### src/rtl/fft_pkg.sv
// Shared types and constants for the 16-point radix-2 DIF FFT core.
// beat_calc maps (stage, butterfly) to memory and twiddle addresses using shifts and masks.
package fft_pkg;

    localparam int N       = 16;
    localparam int LOG2N   = 4;
    localparam int TW_W    = 16;
    localparam int Q14_ONE = 16384;

    typedef enum logic [1:0] {
        ST_IDLE = 2'd0,
        ST_RUN  = 2'd1,
        ST_DONE = 2'd2
    } state_e;

    typedef struct packed {
        logic signed [TW_W-1:0] re;
        logic signed [TW_W-1:0] im;
    } cplx_t;

    typedef struct packed {
        logic [3:0] addr_a;
        logic [3:0] addr_b;
        logic [2:0] tw_addr;
        logic [1:0] stage;
        logic       stage_last;
        logic       frame_last;
    } beat_t;

    // h = 8>>s, k = j & (h-1), g = j>>(3-s), addr_a = g<<(4-s) | k
    function automatic beat_t beat_calc(input logic [1:0] s, input logic [2:0] j);
        beat_t      b;
        logic [2:0] k;
        logic [2:0] g;
        logic [3:0] a;
        k            = j & (3'b111 >> s);
        g            = j >> (3'd3 - {1'b0, s});
        a            = ({1'b0, g} << (3'd4 - {1'b0, s})) | {1'b0, k};
        b.addr_a     = a;
        b.addr_b     = a + (4'd8 >> s);
        b.tw_addr    = k << s;
        b.stage      = s;
        b.stage_last = (j == 3'd7);
        b.frame_last = (j == 3'd7) && (s == 2'd3);
        return b;
    endfunction

endpackage

### src/rtl/w_lut.sv
// Registered 8-entry twiddle ROM, W16^k = cos(2*pi*k/16) - j*sin(2*pi*k/16) in Q1.14.
// conj_i negates the imaginary part before the register for inverse transforms.
module w_lut
    import fft_pkg::*;
(
    input  logic       clk,
    input  logic       rst_n,
    input  logic       clr_i,
    input  logic       en_i,
    input  logic [2:0] addr_i,
    input  logic       conj_i,
    output cplx_t      tw_o
);

    cplx_t base;
    cplx_t tw_d;
    cplx_t tw_q;

    always_comb begin
        base = '0;
        case (addr_i)
            3'd0: base = {16'sd16384, 16'sd0};
            3'd1: base = {16'sd15137, -16'sd6270};
            3'd2: base = {16'sd11585, -16'sd11585};
            3'd3: base = {16'sd6270, -16'sd15137};
            3'd4: base = {16'sd0, -16'sd16384};
            3'd5: base = {-16'sd6270, -16'sd15137};
            3'd6: base = {-16'sd11585, -16'sd11585};
            3'd7: base = {-16'sd15137, -16'sd6270};
            default: base = '0;
        endcase
    end

    // |im| <= 16384, so the negation cannot overflow
    always_comb begin
        tw_d = base;
        if (conj_i) begin
            tw_d.im = -base.im;
        end
    end

    always_ff @(posedge clk or negedge rst_n) begin
        if (!rst_n) begin
            tw_q <= '0;
        end else if (clr_i) begin
            tw_q <= '0;
        end else if (en_i) begin
            tw_q <= tw_d;
        end
    end

    assign tw_o = tw_q;

endmodule

### src/rtl/fft_tw_seq.sv
// Butterfly/twiddle sequencer: walks 4 stages x 8 butterflies per frame and presents
// one registered beat per handshake. A beat is valid when out_valid is high and transfers on out_valid & out_ready.
module fft_tw_seq
    import fft_pkg::*;
(
    input  logic        clk,
    input  logic        rst_n,
    input  logic        start,
    input  logic        inv,
    input  logic        abort,
    output logic        busy,
    output logic        done,
    output logic        out_valid,
    input  logic        out_ready,
    output logic [3:0]  addr_a,
    output logic [3:0]  addr_b,
    output logic [2:0]  tw_addr,
    output logic [31:0] tw,
    output logic [1:0]  stage,
    output logic        stage_last,
    output logic        frame_last,
    output state_e      dbg_state
);

    state_e     state_q, state_d;
    logic [1:0] s_q, s_d;
    logic [2:0] j_q, j_d;
    logic       inv_q, inv_d;
    logic       valid_q, valid_d;
    logic       busy_q, busy_d;
    logic       done_q, done_d;
    beat_t      beat_q, beat_d;
    beat_t      beat_nxt;
    logic       load;
    logic       clr;
    cplx_t      tw_val;

    always_comb begin
        state_d  = state_q;
        s_d      = s_q;
        j_d      = j_q;
        inv_d    = inv_q;
        valid_d  = valid_q;
        busy_d   = busy_q;
        done_d   = 1'b0;
        load     = 1'b0;
        clr      = 1'b0;
        beat_nxt = '0;
        beat_d   = beat_q;

        case (state_q)
            ST_IDLE: begin
                if (start) begin
                    inv_d   = inv;
                    s_d     = 2'd0;
                    j_d     = 3'd0;
                    load    = 1'b1;
                    valid_d = 1'b1;
                    busy_d  = 1'b1;
                    state_d = ST_RUN;
                end
            end
            ST_RUN: begin
                if (valid_q && out_ready) begin
                    if (beat_q.frame_last) begin
                        s_d     = 2'd0;
                        j_d     = 3'd0;
                        valid_d = 1'b0;
                        busy_d  = 1'b0;
                        done_d  = 1'b1;
                        state_d = ST_DONE;
                    end else begin
                        j_d  = j_q + 3'd1;
                        s_d  = (j_q == 3'd7) ? s_q + 2'd1 : s_q;
                        load = 1'b1;
                    end
                end
            end
            ST_DONE: begin
                state_d = ST_IDLE;
            end
            default: begin
                state_d = ST_IDLE;
            end
        endcase

        // abort overrides any start or handshake in the same cycle
        if (abort) begin
            state_d = ST_IDLE;
            s_d     = 2'd0;
            j_d     = 3'd0;
            valid_d = 1'b0;
            busy_d  = 1'b0;
            done_d  = 1'b0;
            load    = 1'b0;
            clr     = 1'b1;
        end

        beat_nxt = beat_calc(s_d, j_d);
        if (clr) begin
            beat_d = '0;
        end else if (load) begin
            beat_d = beat_nxt;
        end
    end

    always_ff @(posedge clk or negedge rst_n) begin
        if (!rst_n) begin
            state_q <= ST_IDLE;
            s_q     <= 2'd0;
            j_q     <= 3'd0;
            inv_q   <= 1'b0;
            valid_q <= 1'b0;
            busy_q  <= 1'b0;
            done_q  <= 1'b0;
            beat_q  <= '0;
        end else begin
            state_q <= state_d;
            s_q     <= s_d;
            j_q     <= j_d;
            inv_q   <= inv_d;
            valid_q <= valid_d;
            busy_q  <= busy_d;
            done_q  <= done_d;
            beat_q  <= beat_d;
        end
    end

    // LUT is addressed with the next beat so tw registers alongside beat_q
    w_lut u_w_lut (
        .clk    (clk),
        .rst_n  (rst_n),
        .clr_i  (clr),
        .en_i   (load),
        .addr_i (beat_nxt.tw_addr),
        .conj_i (inv_d),
        .tw_o   (tw_val)
    );

    assign busy       = busy_q;
    assign done       = done_q;
    assign out_valid  = valid_q;
    assign addr_a     = beat_q.addr_a;
    assign addr_b     = beat_q.addr_b;
    assign tw_addr    = beat_q.tw_addr;
    assign tw         = tw_val;
    assign stage      = beat_q.stage;
    assign stage_last = beat_q.stage_last;
    assign frame_last = beat_q.frame_last;
    assign dbg_state  = state_q;

endmodule
### config.mk
export PLATFORM = sky130hd
export DESIGN_NAME = fft_tw_seq
export DESIGN_NICKNAME = d
export VERILOG_FILES = /design/src/rtl/fft_pkg.sv /design/src/rtl/w_lut.sv /design/src/rtl/fft_tw_seq.sv
export SDC_FILE = /design/constraint.sdc
export NUM_CORES = 1
export LEC_CHECK = 0
export ABC_CLOCK_PERIOD_IN_PS = 6500
export BUFFER_PORTS_ARGS = -buffer_cell sky130_fd_sc_hd__buf_2
export CAP_MARGIN = 30
export CORE_MARGIN = 4
export CORE_UTILIZATION = 56
export DETAILED_ROUTE_END_ITERATION = 10
export GPL_TIMING_DRIVEN = 0
export PLACE_DENSITY = 0.83
export SETUP_SLACK_MARGIN = 0.02
export SYNTH_ARGS = -nofsm -noshare
export SYNTH_HDL_FRONTEND = slang
export SYNTH_HIERARCHICAL = 1
export SYNTH_SLANG_ARGS = --single-unit
### constraint.sdc
create_clock -name clk -period 6.5 [get_ports clk]
set_input_delay 0 -clock clk [delete_from_list [all_inputs] [get_ports clk]]
set_output_delay 0 -clock clk [all_outputs]
set_load 0.01 [all_outputs]
==> results_dict.tcl <==
set metrics [dict create \
    slowest_cell_on_crit_path "sky130_fd_sc_hd__dfrtp_1" \
    gr-usage-met2_pct 33.2 \
    dieHeight_um 82.4 \
    cp_common_cell "sky130_fd_sc_hd__ha_1" \
    max_slew_violation_count 0 \
    cts_buffer_depth 2 \
    reg2reg_depth 22 \
    post_synth_num_cell_types 63 \
    hold_path_startpoint "start" \
    finalNetCount 408 \
    tritoncts "done" \
    critical_path.max_fanout 9 \
    clkLatencyLatePin_ns 0.30 \
    hold-path-endpoint "dbg_state[0]$_DFFE_PN0P_" \
    cts-root-buf "sky130_fd_sc_hd__clkbuf_8" \
    result_of_the_run "completed" \
    floorplan.core_area_um2 5240 \
    drt_drc_violations_left 0 \
    grt_pass1_vias 2402 \
    initial_core_util_pct 59.1 \
    detail_route.vias_per_cell 5.70 \
    post-route-min-period_ns 5.65 \
    synth_enable_flop_cells 0 \
    syn_avg_cell_area_um2 9.74 \
    fp.dieW_um 82.4 \
    irDropWorstVdd_mv 0.103 \
    grt_first_pass_wirelength_um 11700 \
    postSynthRegisterBits 50 \
    grt_antenna_before_repair 0 \
    grtUsageMet3_pct 3.58 \
    reg2reg_slack_ns 0.85 \
    sequence_of_cells_on_the_critical_path "ha_1, ha_1, nand2_1, or3_1, a21oi_1, o21ai_0, inv_1, ha_1, inv_1, o211a_1, a21oi_1, nor2_1, clkbuf_1, inv_1, ha_1, clkbuf_1, mux2i_1, ha_1, nor4b_1, a21oi_1, xnor2_1, a211oi_1" \
    seq_area_frac_synth_pct 40.4 \
    synth_top_flop_cell "sky130_fd_sc_hd__dfrtp_1" \
    worst-slew-pin-transition_ns 0.632 \
    cp_top_family "adder cells" \
    wl_per_cell_um 15.7 \
    final_instance_area_um2 3600 \
    delay_of_the_slowest_cell_on_the_worst_path_ns 0.44 \
    pin_count_of_the_biggest_net_entering_global_routing 27 \
    cts.reportedPaths.clkPinSlew_ns 0.09 \
    tritoncts.num_buffers 5 \
    rr_startpoint "j_q[0]$_DFF_PN0_" \
    finalClockSkew_ns 0.00533 \
    wl_um 7180 \
    critPathArrivalTime_ns 5.86 \
    post_cts_buffers 0 \
    synthesis.yosys.warnings 6 \
    numPortBuffers 57 \
    max-cap-violations 0 \
    ctsHtreeMaxLevel 2 \
    post_synth_instance_area_um2 3100 \
    drtAntennaViolNets 0 \
    max_transition_margin_pct 57.8 \
    grt.total_usage_pct 22.4 \
    critPathKind "reg -> reg" \
    placed_area_um2 3490 \
    worstSetupEndpointType "register" \
    drive_above_1_share_pct 24.6 \
    pwr_density_cell_nw_per_um2 167 \
    synth_async_sr_flop_share_pct 100 \
    hold_path_depth 3 \
    period_share_pct 87.0 \
    most_used_layer_global_route "met1" \
    number_of_sinks_handled_by_clock_tree_synthesis 50 \
    die_area_um2 6780 \
    core.rowCount 26 \
    antenna_cells_inserted 0 \
    drt-pass1-iter-count 4 \
    postSynthCellCount 318 \
    critPathLaunchType "register" \
    setup_repair_after_global_routing_missed_its_margin "no" \
    hpwl_um 5380 \
    synth_fp_nets 341 \
    setup_violations 0 \
    cts-resized-gates 0 \
    leakagePower_nw 1.80 \
    critical_path.n_buffers_inverters 5 \
    cts_hold_buf 2 \
    required_ns 6.71 \
    detailedRoute.firstIterationViolations 167 \
    flow.area_growth_from_synthesis_pct 16.3 \
    crit-reg2reg-capture "u_w_lut/tw_o[12]$_DFFE_PN0P_" \
    hold_violations 0 \
    gp_routability_congestion 0.917 \
    fin_setup_tns_ns 0 \
    timing.hold.worst.class "in -> reg" \
    routed-via-count 2597 \
    grt.met1_usage_pct 34.3 \
    clock.fmax_ghz 0.177 \
    boundaryPins 58 \
    global_route.overflow_total 0 \
]
==> state kept, by name, indices dropped and copies added (netlist names), 2 cells and up <==
| register | flops |
|---|---|
| dbg_state | 2 |
| tw_addr | 3 |
| stage | 2 |
| j_q | 3 |
| u_w_lut/tw_o | 25 |
| addr_a | 4 |
| s_q | 2 |
| addr_b | 4 |
==> tightest hold or removal path, cell delays in order <==
cell	delay, ns
sky130_fd_sc_hd__buf_2	0.11
sky130_fd_sc_hd__mux2i_1	0.11
sky130_fd_sc_hd__nor3_1	0.05
==> placed cells by master, fill, tap and decap left out, types with 9 or more instances in the layout <==
master                     Yosys  layout
sky130_fd_sc_hd__a21oi_1       9       9
sky130_fd_sc_hd__buf_4        10      10
sky130_fd_sc_hd__nand2_1      17      17
sky130_fd_sc_hd__mux2i_1      17      17
sky130_fd_sc_hd__buf_2         1      58
sky130_fd_sc_hd__dfrtp_1      50      50
sky130_fd_sc_hd__inv_1        13      13
sky130_fd_sc_hd__a211oi_1     10      10
sky130_fd_sc_hd__nor2_1       35      35
sky130_fd_sc_hd__ha_1         16      16
sky130_fd_sc_hd__clkbuf_1     14      15
sky130_fd_sc_hd__o21ai_0      11      11
==> kinds of logic after synthesis <==
group | synth area share (%)
xor gates and xnor gates | 1.98
buffers and inverters | 7.60
AOI/OAI and AO/OA | 18.4
adders and majority gates | 7.11
DFF | 40.4
muxes | 6.95
and+or+nand+nor | 17.6
==> worst max-delay path by stage <==
stage	start	to	slack, ns	cells after the start
floorplan	j_q[0]$_DFF_PN0_	u_w_lut/tw_o[12]$_DFFE_PN0P_	1.82	22
global route	j_q[0]$_DFF_PN0_	u_w_lut/tw_o[12]$_DFFE_PN0P_	0.16	22
finish	j_q[0]$_DFF_PN0_	u_w_lut/tw_o[12]$_DFFE_PN0P_	0.85	22
detailed placement	j_q[0]$_DFF_PN0_	u_w_lut/tw_o[12]$_DFFE_PN0P_	0.93	22
global placement	j_q[0]$_DFF_PN0_	u_w_lut/tw_o[12]$_DFFE_PN0P_	0.95	22
CTS	j_q[0]$_DFF_PN0_	u_w_lut/tw_o[12]$_DFFE_PN0P_	0.91	22
==> cell usage after synthesis, types with 4 or more instances <==
master / number / area, µm²
sky130_fd_sc_hd__nor3_1: 7 / 35.0
sky130_fd_sc_hd__xnor2_1: 7 / 61.3
sky130_fd_sc_hd__dfrtp_1: 50 / 1250
sky130_fd_sc_hd__a211oi_1: 10 / 75.1
sky130_fd_sc_hd__ha_1: 16 / 200
sky130_fd_sc_hd__nand3_1: 7 / 35.0
sky130_fd_sc_hd__a21oi_1: 9 / 45.0
sky130_fd_sc_hd__nand2_1: 17 / 63.8
sky130_fd_sc_hd__a22o_1: 7 / 61.3
sky130_fd_sc_hd__o21ai_0: 11 / 55.1
sky130_fd_sc_hd__buf_4: 10 / 75.1
sky130_fd_sc_hd__nor2b_1: 6 / 37.5
sky130_fd_sc_hd__nand2b_1: 4 / 25.0
sky130_fd_sc_hd__nor2_1: 35 / 131
sky130_fd_sc_hd__nor4b_1: 5 / 43.8
sky130_fd_sc_hd__mux2i_1: 17 / 170
sky130_fd_sc_hd__clkbuf_1: 14 / 52.6
sky130_fd_sc_hd__inv_1: 13 / 48.8
==> through the flow <==
stage	utilization, %	worst slack (ns)	instances	hold slack, ns	power [mW]
final	68.8	0.847	456	0.0108	0.601
after global routing	68.8	0.163	456	0.0122	0.630
after CTS	68.8	0.911	456	0.00354	0.603
after detailed placement	66.6	0.928	446	0.0243	0.419
after global placement	66.2	0.949	445	0.251	0.415
after floorplan	-	1.82	318	-0.296	0.386
==> metal layers <==
layer	vias to the layer above	routed length, µm
met3	8	372
met5	-	0
met2	76	3170
li1	1274	-
met1	1239	3580
met4	0	63
==> where the power goes <==
group,leakage (nW),total [mW],switching [mW],internal (mW)
clock,0.0482,0.187,0.101,0.0861
sequential,0.686,0.326,0.00584,0.320
combinational,1.07,0.0882,0.0544,0.0339
==> area by class of cell <==
cell class | instances | area [µm²]
fillers | 433 | 1640
plain buffers | 29 | 175
well taps | 70 | 87.6
repair buffers | 60 | 325
clock buffers | 7 | 86.3
flip-flops and latches | 50 | 1250
inverters | 16 | 60.1
multi-input cells | 223 | 1610
clock inverters | 1 | 5.00
(Power assumes the default switching activity.)
